[src/rtl/ppu_pattern_pkg.sv]
// Shared pattern-mode encoding and colour constants for the PPU test-pattern source.
package ppu_pattern_pkg;

    typedef enum logic [2:0] {
        BORDER   = 3'd0,
        SOLID    = 3'd1,
        BARS     = 3'd2,
        GRADIENT = 3'd3,
        BOX      = 3'd4
    } pattern_mode_t;

    // Classic colour-bar order, left to right.
    localparam logic [23:0] BAR_RGB [8] = '{
        24'hffffff, 24'hffff00, 24'h00ffff, 24'h00ff00,
        24'hff00ff, 24'hff0000, 24'h0000ff, 24'h000000
    };

    localparam logic [23:0] BORDER_RGB = 24'hffffff;
    localparam logic [23:0] BOX_FG_RGB = 24'hffffff;
    localparam logic [23:0] BOX_BG_RGB = 24'h202020;

endpackage

[src/rtl/ppu_box_animator.sv]
// Bouncing-box position for the moving-box pattern; steps once per frame boundary.
module ppu_box_animator #(
    parameter int unsigned SCREEN_WIDTH  = 256,
    parameter int unsigned SCREEN_HEIGHT = 240,
    parameter int unsigned BOX_SIZE      = 16,
    parameter int unsigned XW            = 9,
    parameter int unsigned YW            = 9
) (
    input  logic          clk_p,
    input  logic          rst_p,
    input  logic          step,
    output logic [XW-1:0] bx,
    output logic [YW-1:0] by
);

    localparam logic [XW-1:0] X_MAX = XW'(SCREEN_WIDTH - BOX_SIZE);
    localparam logic [YW-1:0] Y_MAX = YW'(SCREEN_HEIGHT - BOX_SIZE);

    // 1 = moving towards larger coordinates
    logic dir_x;
    logic dir_y;

    always_ff @(posedge clk_p or posedge rst_p) begin
        if (rst_p) begin
            bx    <= '0;
            by    <= '0;
            dir_x <= 1'b1;
            dir_y <= 1'b1;
        end else if (step) begin
            if (dir_x && bx == X_MAX) begin
                dir_x <= 1'b0;
                bx    <= bx - XW'(1);
            end else if (!dir_x && bx == '0) begin
                dir_x <= 1'b1;
                bx    <= bx + XW'(1);
            end else begin
                bx    <= dir_x ? bx + XW'(1) : bx - XW'(1);
            end

            if (dir_y && by == Y_MAX) begin
                dir_y <= 1'b0;
                by    <= by - YW'(1);
            end else if (!dir_y && by == '0) begin
                dir_y <= 1'b1;
                by    <= by + YW'(1);
            end else begin
                by    <= dir_y ? by + YW'(1) : by - YW'(1);
            end
        end
    end

endmodule

[src/rtl/ppu_pattern_gen.sv]
// PPU-domain test-pattern source: raster counters, frame bookkeeping and a
// registered RGB pattern stage one cycle behind px/py.
module ppu_pattern_gen
    import ppu_pattern_pkg::*;
#(
    parameter int unsigned SCREEN_WIDTH  = 256,
    parameter int unsigned SCREEN_HEIGHT = 240,
    parameter int unsigned FRAME_WIDTH   = 341,
    parameter int unsigned FRAME_HEIGHT  = 262,
    parameter int unsigned XW            = 9,
    parameter int unsigned YW            = 9,
    parameter logic [23:0] SOLID_RGB     = 24'h0000ff,
    parameter int unsigned BOX_SIZE      = 16
) (
    input  logic          clk_p,
    input  logic          rst_p,
    input  logic [2:0]    mode,
    input  logic          sync_frame,
    output logic [XW-1:0] px,
    output logic [YW-1:0] py,
    output logic [23:0]   rgb,
    output logic          active,
    output logic          frame_start,
    output logic [7:0]    frame_cnt
);

    localparam logic [XW-1:0] X_LAST   = XW'(FRAME_WIDTH - 1);
    localparam logic [YW-1:0] Y_LAST   = YW'(FRAME_HEIGHT - 1);
    localparam logic [XW-1:0] SW_X     = XW'(SCREEN_WIDTH);
    localparam logic [YW-1:0] SH_Y     = YW'(SCREEN_HEIGHT);
    localparam logic [XW-1:0] SW_LAST  = XW'(SCREEN_WIDTH - 1);
    localparam logic [YW-1:0] SH_LAST  = YW'(SCREEN_HEIGHT - 1);
    localparam logic [XW-1:0] BAR_LAST = XW'(SCREEN_WIDTH / 8 - 1);
    localparam logic [XW:0]   BOX_X    = (XW + 1)'(BOX_SIZE);
    localparam logic [YW:0]   BOX_Y    = (YW + 1)'(BOX_SIZE);

    logic [XW-1:0] px_nxt;
    logic [YW-1:0] py_nxt;
    logic          at_origin;
    logic          boundary;
    logic          counting;
    logic [2:0]    mode_q;
    logic [2:0]    bar_idx;
    logic [XW-1:0] bar_pix;
    logic [XW-1:0] bx;
    logic [YW-1:0] by;
    logic          in_screen;
    logic          in_box;
    logic [23:0]   rgb_d;

    // The first edge after reset parks the raster at (0,0) without counting a frame.
    always_comb begin
        px_nxt = '0;
        py_nxt = '0;
        if (counting && !sync_frame) begin
            if (px == X_LAST) begin
                px_nxt = '0;
                py_nxt = (py == Y_LAST) ? '0 : py + YW'(1);
            end else begin
                px_nxt = px + XW'(1);
                py_nxt = py;
            end
        end
    end

    assign at_origin = (px_nxt == '0) && (py_nxt == '0);
    assign boundary  = counting && at_origin;

    always_ff @(posedge clk_p or posedge rst_p) begin
        if (rst_p) begin
            px          <= '0;
            py          <= '0;
            frame_start <= 1'b0;
            frame_cnt   <= '0;
            mode_q      <= '0;
            counting    <= 1'b0;
            bar_idx     <= '0;
            bar_pix     <= '0;
        end else begin
            px          <= px_nxt;
            py          <= py_nxt;
            frame_start <= at_origin;
            counting    <= 1'b1;
            if (boundary)
                frame_cnt <= frame_cnt + 8'd1;
            if (at_origin)
                mode_q <= mode;

            // Bar index tracks px_nxt so it lines up with px in the pixel stage.
            if (px_nxt == '0) begin
                bar_idx <= '0;
                bar_pix <= '0;
            end else if (bar_pix == BAR_LAST) begin
                bar_pix <= '0;
                if (bar_idx != 3'd7)
                    bar_idx <= bar_idx + 3'd1;
            end else begin
                bar_pix <= bar_pix + XW'(1);
            end
        end
    end

    ppu_box_animator #(
        .SCREEN_WIDTH (SCREEN_WIDTH),
        .SCREEN_HEIGHT(SCREEN_HEIGHT),
        .BOX_SIZE     (BOX_SIZE),
        .XW           (XW),
        .YW           (YW)
    ) u_box (
        .clk_p(clk_p),
        .rst_p(rst_p),
        .step (boundary),
        .bx   (bx),
        .by   (by)
    );

    assign in_screen = (px < SW_X) && (py < SH_Y);
    assign in_box    = (px >= bx) && ({1'b0, px} < ({1'b0, bx} + BOX_X)) &&
                       (py >= by) && ({1'b0, py} < ({1'b0, by} + BOX_Y));

    always_comb begin
        rgb_d = '0;
        if (in_screen) begin
            case (mode_q)
                BORDER: begin
                    if (px == '0 || py == '0 || px == SW_LAST || py == SH_LAST)
                        rgb_d = BORDER_RGB;
                    else if (px[0] ^ py[0])
                        rgb_d = {px[7:0], py[7:0], 8'h00};
                end
                SOLID:    rgb_d = SOLID_RGB;
                BARS:     rgb_d = BAR_RGB[bar_idx];
                GRADIENT: rgb_d = {px[7:0], py[7:0], frame_cnt};
                BOX:      rgb_d = in_box ? BOX_FG_RGB : BOX_BG_RGB;
                default:  rgb_d = '0;
            endcase
        end
    end

    always_ff @(posedge clk_p or posedge rst_p) begin
        if (rst_p) begin
            rgb    <= '0;
            active <= 1'b0;
        end else begin
            rgb    <= rgb_d;
            active <= in_screen;
        end
    end

endmodule

[config.mk]
export PLATFORM = sky130hd
export DESIGN_NAME = ppu_pattern_gen
export DESIGN_NICKNAME = d
export VERILOG_FILES = /design/src/rtl/ppu_pattern_pkg.sv /design/src/rtl/ppu_box_animator.sv /design/src/rtl/ppu_pattern_gen.sv
export SDC_FILE = /design/constraint.sdc
export NUM_CORES = 1
export LEC_CHECK = 0
export CAP_MARGIN = 20
export CORE_UTILIZATION = 57
export CTS_CLUSTER_DIAMETER = 30
export DETAILED_ROUTE_END_ITERATION = 12
export GPL_TIMING_DRIVEN = 1
export PLACE_DENSITY = 0.9
export SYNTH_ARGS = -nofsm -noshare
export SYNTH_HDL_FRONTEND = slang
export SYNTH_SLANG_ARGS = --single-unit
[constraint.sdc]
create_clock -name clk_p -period 3.6 [get_ports clk_p]
set_input_delay 0.36 -clock clk_p [delete_from_list [all_inputs] [get_ports clk_p]]
set_output_delay 0.36 -clock clk_p [all_outputs]
set_load 0.05 [all_outputs]
Yosys cells after proc, flatten, opt, wreduce, memory -nomap -nowiden
Memory sizes are Yosys's and may differ from the RTL's.
Cells that the tools add are included.
{ "totals": {"register_bits": 88, "rom_bits": 192, "memories": 1} }
{ "classes": {"n_addsub": 11, "n_lt_le_gt_ge": 7, "eq_ne": 12, "muxes": 27, "bitwise": 2, "n_reduce_logical": 31} }
{ "mem_list": {"columns": ["name", "words", "width", "rd", "rd_ports_with_merged_regs", "write_ports", "line", "source"], "rows": [
  ["(name not given)", 8, 24, 1, 0, 0, "ppu_pattern_gen.sv:132", "BARS: rgb_d = BAR_RGB[bar_idx];"]
]} }
{ "op_table": {"columns": ["cell", "n"], "rows": [
  ["2-to-1 mux 24 bit", 6],
  ["case mux 24 bit (5 select lines)", 1],
  ["2-to-1 mux 9 bit", 13],
  ["zero test 9 bit", 6],
  ["adder 9 x 1 -> 9 bit, second input constant", 5],
  ["== test 9 x 8 -> 1 bit, second input constant", 4],
  ["adder 9 x 5 -> 10 bit, second input constant", 2],
  ["< comparator 9 x 10 -> 1 bit", 2],
  ["== test 9 bit, second input constant", 2],
  [">= comparator 9 bit", 2],
  ["subtractor 9 x 1 -> 9 bit, second input constant", 2],
  ["logical AND 1 bit", 11],
  ["== test 9 x 5 -> 1 bit, second input constant", 1],
  ["< comparator 9 x 8 -> 1 bit, second input constant", 1],
  ["< comparator 9 bit, second input constant", 1],
  ["2-to-1 mux 3 bit", 3],
  ["adder 8 x 1 -> 8 bit, second input constant", 1],
  ["nonzero test 2 bit", 4],
  ["== test 3 x 2 -> 1 bit, second input constant", 2],
  ["AND reduction 2 bit", 3],
  [">= comparator 4 bit, second input constant", 1],
  ["2-to-1 mux 1 bit", 4],
  ["inverter 3 -> 4 bit", 1],
  ["adder 3 x 1 -> 3 bit, second input constant", 1],
  ["7 further kinds", 11]
]} }

Depth between registers and ports, before layout
{ "logic_depth": {"ltp_word": 8, "mapped_depth": 12} }

Hierarchy
Synthesis repeated with hierarchy kept, for this count alone.
{ "hier_totals": {"hier_cells": 598, "area_unflattened_um2": 5661.7} }
{ "modules_own_cells": {"columns": ["mod", "instances", "cells_each", "area_per_inst_um2", "seq_area_each_um2"], "rows": [
  ["ppu_pattern_gen", 1, 457, 4276.6, 1701.6],
  ["ppu_box_animator", 1, 141, 1385.1, 503.0]
]} }

Worst setup path before layout
OpenSTA, ideal clock, no wires.
{ "synth_timing": {"kind": "reg-to-reg", "from": "register px[4]", "to": "register u_box.by[8]", "setup_ps": 149, "arrival_time_ps": 3100, "slack_ps": 350, "path_stages_with_launch": 12, "path_buffers": 2, "cell_sequence": "dfrtp_1 -> clkbuf_1 -> and3_1 -> and3_1 -> and3_1 -> ha_1 -> nand3b_1 -> o41ai_4 -> o2111ai_4 -> buf_2 -> o21ai_0 -> o311ai_0"} }
{ "synth_via": {"elab_chain_cells": 6} }
{ "synth_rtl": {"columns": ["item", "line", "source"], "rows": [
  ["start, declared", "ppu_pattern_gen.sv:19", "output logic [XW-1:0] px,"],
  ["start signal, assigned", "ppu_pattern_gen.sv:80", "px <= px_nxt;"],
  ["adder 9 x 1 -> 9 bit / == test 9 bit (equally long branches)", "ppu_pattern_gen.sv:60, ppu_pattern_gen.sv:56", null],
  ["2-to-1 mux 9 bit", "ppu_pattern_gen.sv:56", "if (px == X_LAST) begin"],
  ["2-to-1 mux 9 bit", "ppu_pattern_gen.sv:55", "if (counting && !sync_frame) begin"],
  ["zero test 9 bit", "ppu_pattern_gen.sv:66", "assign at_origin = (px_nxt == '0) && (py_nxt == '0);"],
  ["logical AND 1 bit (*)", "ppu_pattern_gen.sv:66", null],
  ["logical AND 1 bit (*)", "ppu_pattern_gen.sv:67", "assign boundary = counting && at_origin;"],
  ["end signal, assigned", "ppu_box_animator.sv:42", "by <= by - YW'(1);"],
  ["end signal, assigned", "ppu_box_animator.sv:45", "by <= by + YW'(1);"],
  ["end signal, assigned", "ppu_box_animator.sv:47", "by <= dir_y ? by + YW'(1) : by - YW'(1);"],
  ["end, declared", "ppu_box_animator.sv:13", "output logic [YW-1:0] by"]
]} }
Mark *: on every way between the ends. The rest lies on a longest branch, timed or not.
A chain may end at the register's enable or synchronous reset.

Worst setup path after layout
{ "layout_timing": {"from": "register px[0]", "to": "register u_box.by[8]"} }
The elaborated chain is that of the path after synthesis.

==> metrics <==
Setup CP Type=reg2reg; Slew HR=48.5%; share of the synthesized area in the top cell type=39.6%; CTS root buf=clkbuf_8; leakage=0.00279 uW; Synth Cell Area=0.00543 sq mm; sequential area share after synthesis=40.6%; CTS tree=built; sw power=1380 uW; starting density of the core=58.8%; Max-Cap Viols=0; post-synthesis mux area share=1.93%; Hold Buf Count CTS=0; RePlAce Congestion=0.917; layer with the highest usage=met2; synth warn=0; Min-Delay Path Class=in2async; Synth Flop Type=dfrtp_1; total power per unit cell area=534 mW/mm^2; Final Hold Viols=0; Synth Net Count=630; DR pass1 iterations=6; Avg Synthesized Cell Area=9.45 sq um; Top Ports=58; number of global-route vias before repair=4756; XOR/XNOR Fraction of Synth Area=8.22%; critical path arrival=3.61 ns; Slew @ Worst Pin=0.771 ns; Logic pwr share=37.8%; hpwl dp=9.74 mm; Initial DRC Count=453; DP Area=0.00615 sq mm; Yosys reg bits=88; WL final=13.9 mm; nets=683; max-slew violation count=0; top cell type by total area after synthesis=dfrtp_1; Final min period=3.37 ns; TritonCTS Sinks=88; post-synthesis compound-gate area fraction=12.6%; VDD IR-drop max=0.278 mV; Worst Skew=0.00850 ns; Die Y=99.6 um; post-route setup TNS=0 ns; buffers added on ports=57; met1 GRT Util=36.2%; layout cells sized above 1=6.95%; H-tree Lvls=3; synth unique cells=59; Sw Share=40.5%; Simple-Gate Fraction of Synth Area=20.4%; Rows=35; ant diodes=0; status=finished clean; Total Routing Usage GR=29.6%; DRC viols=0; largest family of logic cells by synthesized area=simple AND/OR/NAND/NOR gates; fmax=0.296 GHz; Clock Path Buffers=2; critical path endpoint category=flop; cell-internal power=2030 uW; initial antenna violation count=0; TritonCTS Buffers=9; first-pass GRT wire length=23.0 mm; largest net degree at the start of global routing=48; total die area=0.00993 sq mm; Mapped Cells=575; FFs w/ async S/R, synth=100%; crit start category=flop; met2 Track Usage GR=50.4%; die width=99.6 um; GRT met3 Usage=5.90%; core box area=0.00924 sq mm; DR vias=4694; Antenna Nets Post-Route=0; clock share of power=23.0%; unrepaired setup endpoints after global routing=false; count of flip-flops with a built-in enable after synthesis=0; Synth Area in Adders=11.3%; CP Data Required Time=3.84 ns; Via-to-Cell Ratio=6.16; worst-skew pair later-pin latency=0.37 ns; ranking of synthesized cells by area=dfrtp_1 40%, ha_1 11%, xnor2_1 6.0%; clock-pin slew on the worst setup and hold paths=0.10 ns; CP Max Fanout=26; sequential power share=39.2%; Avg WL per Cell=18.3 um; final non-filler cell area=0.00638 sq mm; final setup violation count=0; gr ovfl total=0; Area Overhead vs Synth=17.5%; Tcrit/Tclk final=93.7%
## power groups by stage
stage | Sequential (uW) | Combinational [uW] | Clock (uW)
after floorplan | 1550 | 669 | 0
after global placement | 1330 | 1200 | 0
after detailed placement | 1340 | 1260 | 0
after CTS | 1330 | 1280 | 791
after global routing | 1360 | 1390 | 832
final | 1340 | 1290 | 785
## area by class of cell
cell class,count,area (sq um)
well taps,129,161
repair buffers,70,681
clock inverters,7,100
flip-flops and latches,88,2200
fillers,639,2860
multi-input cells,420,2960
clock buffers,9,124
inverters,39,148
## Yosys cell counts (all sizes together) (5+ instances only)
cell and count:
nor4 10, inv 39, o21a 5, nor3 11, clkbuf 24, nor2 60, a31oi 16, dfrtp 86
a21oi 14, mux2i 6, o21ai 15, nand2 46, and2 5, ha 49, nand3 26, a41oi 14
nor2b 7, xor2 14, and3 8, nand4 16, xnor2 37
## worst paths after layout
check	slack (ns)	depth (start not counted)	startpoint	to
min	0.40	2	rst_p	bar_pix[5]$_DFF_PP0_
max	0.23	10	px[0]$_DFF_PP0_	u_box.by[8]$_DFFE_PP0P_
max reg2reg	0.23	10	px[0]$_DFF_PP0_	u_box.by[8]$_DFFE_PP0P_
min in group clk_p	0.50	1	bar_pix[0]$_DFF_PP0_	bar_pix[0]$_DFF_PP0_
max in group asynchronous	2.45	3	rst_p	u_box.dir_x$_DFFE_PP1P_
min reg2reg	0.50	1	bar_pix[0]$_DFF_PP0_	bar_pix[0]$_DFF_PP0_
## registers in the layout, summed over array words and instances (netlist names)
| register | cells |
|---|---|
| bar_idx | 3 |
| active | 1 |
| px | 9 |
| mode_q | 3 |
| frame_start | 1 |
| u_box.dir_y | 1 |
| py | 9 |
| frame_cnt | 8 |
| u_box.dir_x | 1 |
| u_box.bx | 9 |
| rgb | 24 |
| bar_pix | 9 |
| counting | 1 |
| u_box.by | 9 |
## timing repair
| action | CTS | global route |
|---|---|---|
| buffers inserted | 0 | 0 |
| gates resized for setup | 0 | 1 |
| setup endpoints to repair | 0 | 1 |
## through the flow
| step | worst slack [ns] | util, % | hold WS (ns) | std cells | power [uW] |
|---|---|---|---|---|---|
| after floorplan | 0.350 | - | 0.453 | 575 | 2220 |
| after global placement | 0.341 | 66.6 | 0.474 | 746 | 2530 |
| after detailed placement | 0.228 | 66.6 | 0.492 | 746 | 2600 |
| after CTS | 0.180 | 69.0 | 0.425 | 762 | 3400 |
| after global routing | 0.106 | 69.1 | 0.478 | 762 | 3570 |
| final | 0.226 | 69.1 | 0.397 | 762 | 3410 |
## worst max-delay path, cell delays in order (launching register included)
cell and delay, ns:
dfrtp_1 0.50, inv_1 0.19, ha_1 0.19, or4b_4 0.51, nor4_1 0.50, xnor2_1 0.20, and4bb_1 0.32, o2111ai_4 0.21
buf_4 0.30, o21ai_0 0.18, o311ai_0 0.14
## cells by family after synthesis
group           after synthesis
simple gates                215
compound gates               94
flops                        88
buf+inv                      67
xor+xnor                     51
fa+ha+maj                    49
mux                          10
other cells                   1
## cells in the final DEF (no fill, tap or decap), types with 4 or more instances in the layout
cell	instances
nand2_1	46
nor3b_1	4
inv_1	38
nor3_1	11
a21oi_1	14
xor2_1	14
clkbuf_8	9
nand3_1	26
a41oi_1	14
nor4_1	9
o21ai_0	14
a31oi_1	16
ha_1	49
nor2b_1	7
o21a_1	5
nand4_1	16
clkdlybuf4s50_1	57
inv_6	4
and3_1	8
dfrtp_1	86
xnor2_1	37
nor2_1	60
and2_1	5
buf_4	12
mux2i_1	6
mux2_2	4
## per-layer routing
layer | share of wire (%) | wire length, um | vias to the layer above
met4 | 3.0 | 423 | 0
met2 | 50 | 7010 | 218
met3 | 6.4 | 894 | 48
met5 | 0 | 0 | -
li1 | - | - | 2148
met1 | 40 | 5600 | 2280
No activity file was read; power rests on OpenSTA's default activity.
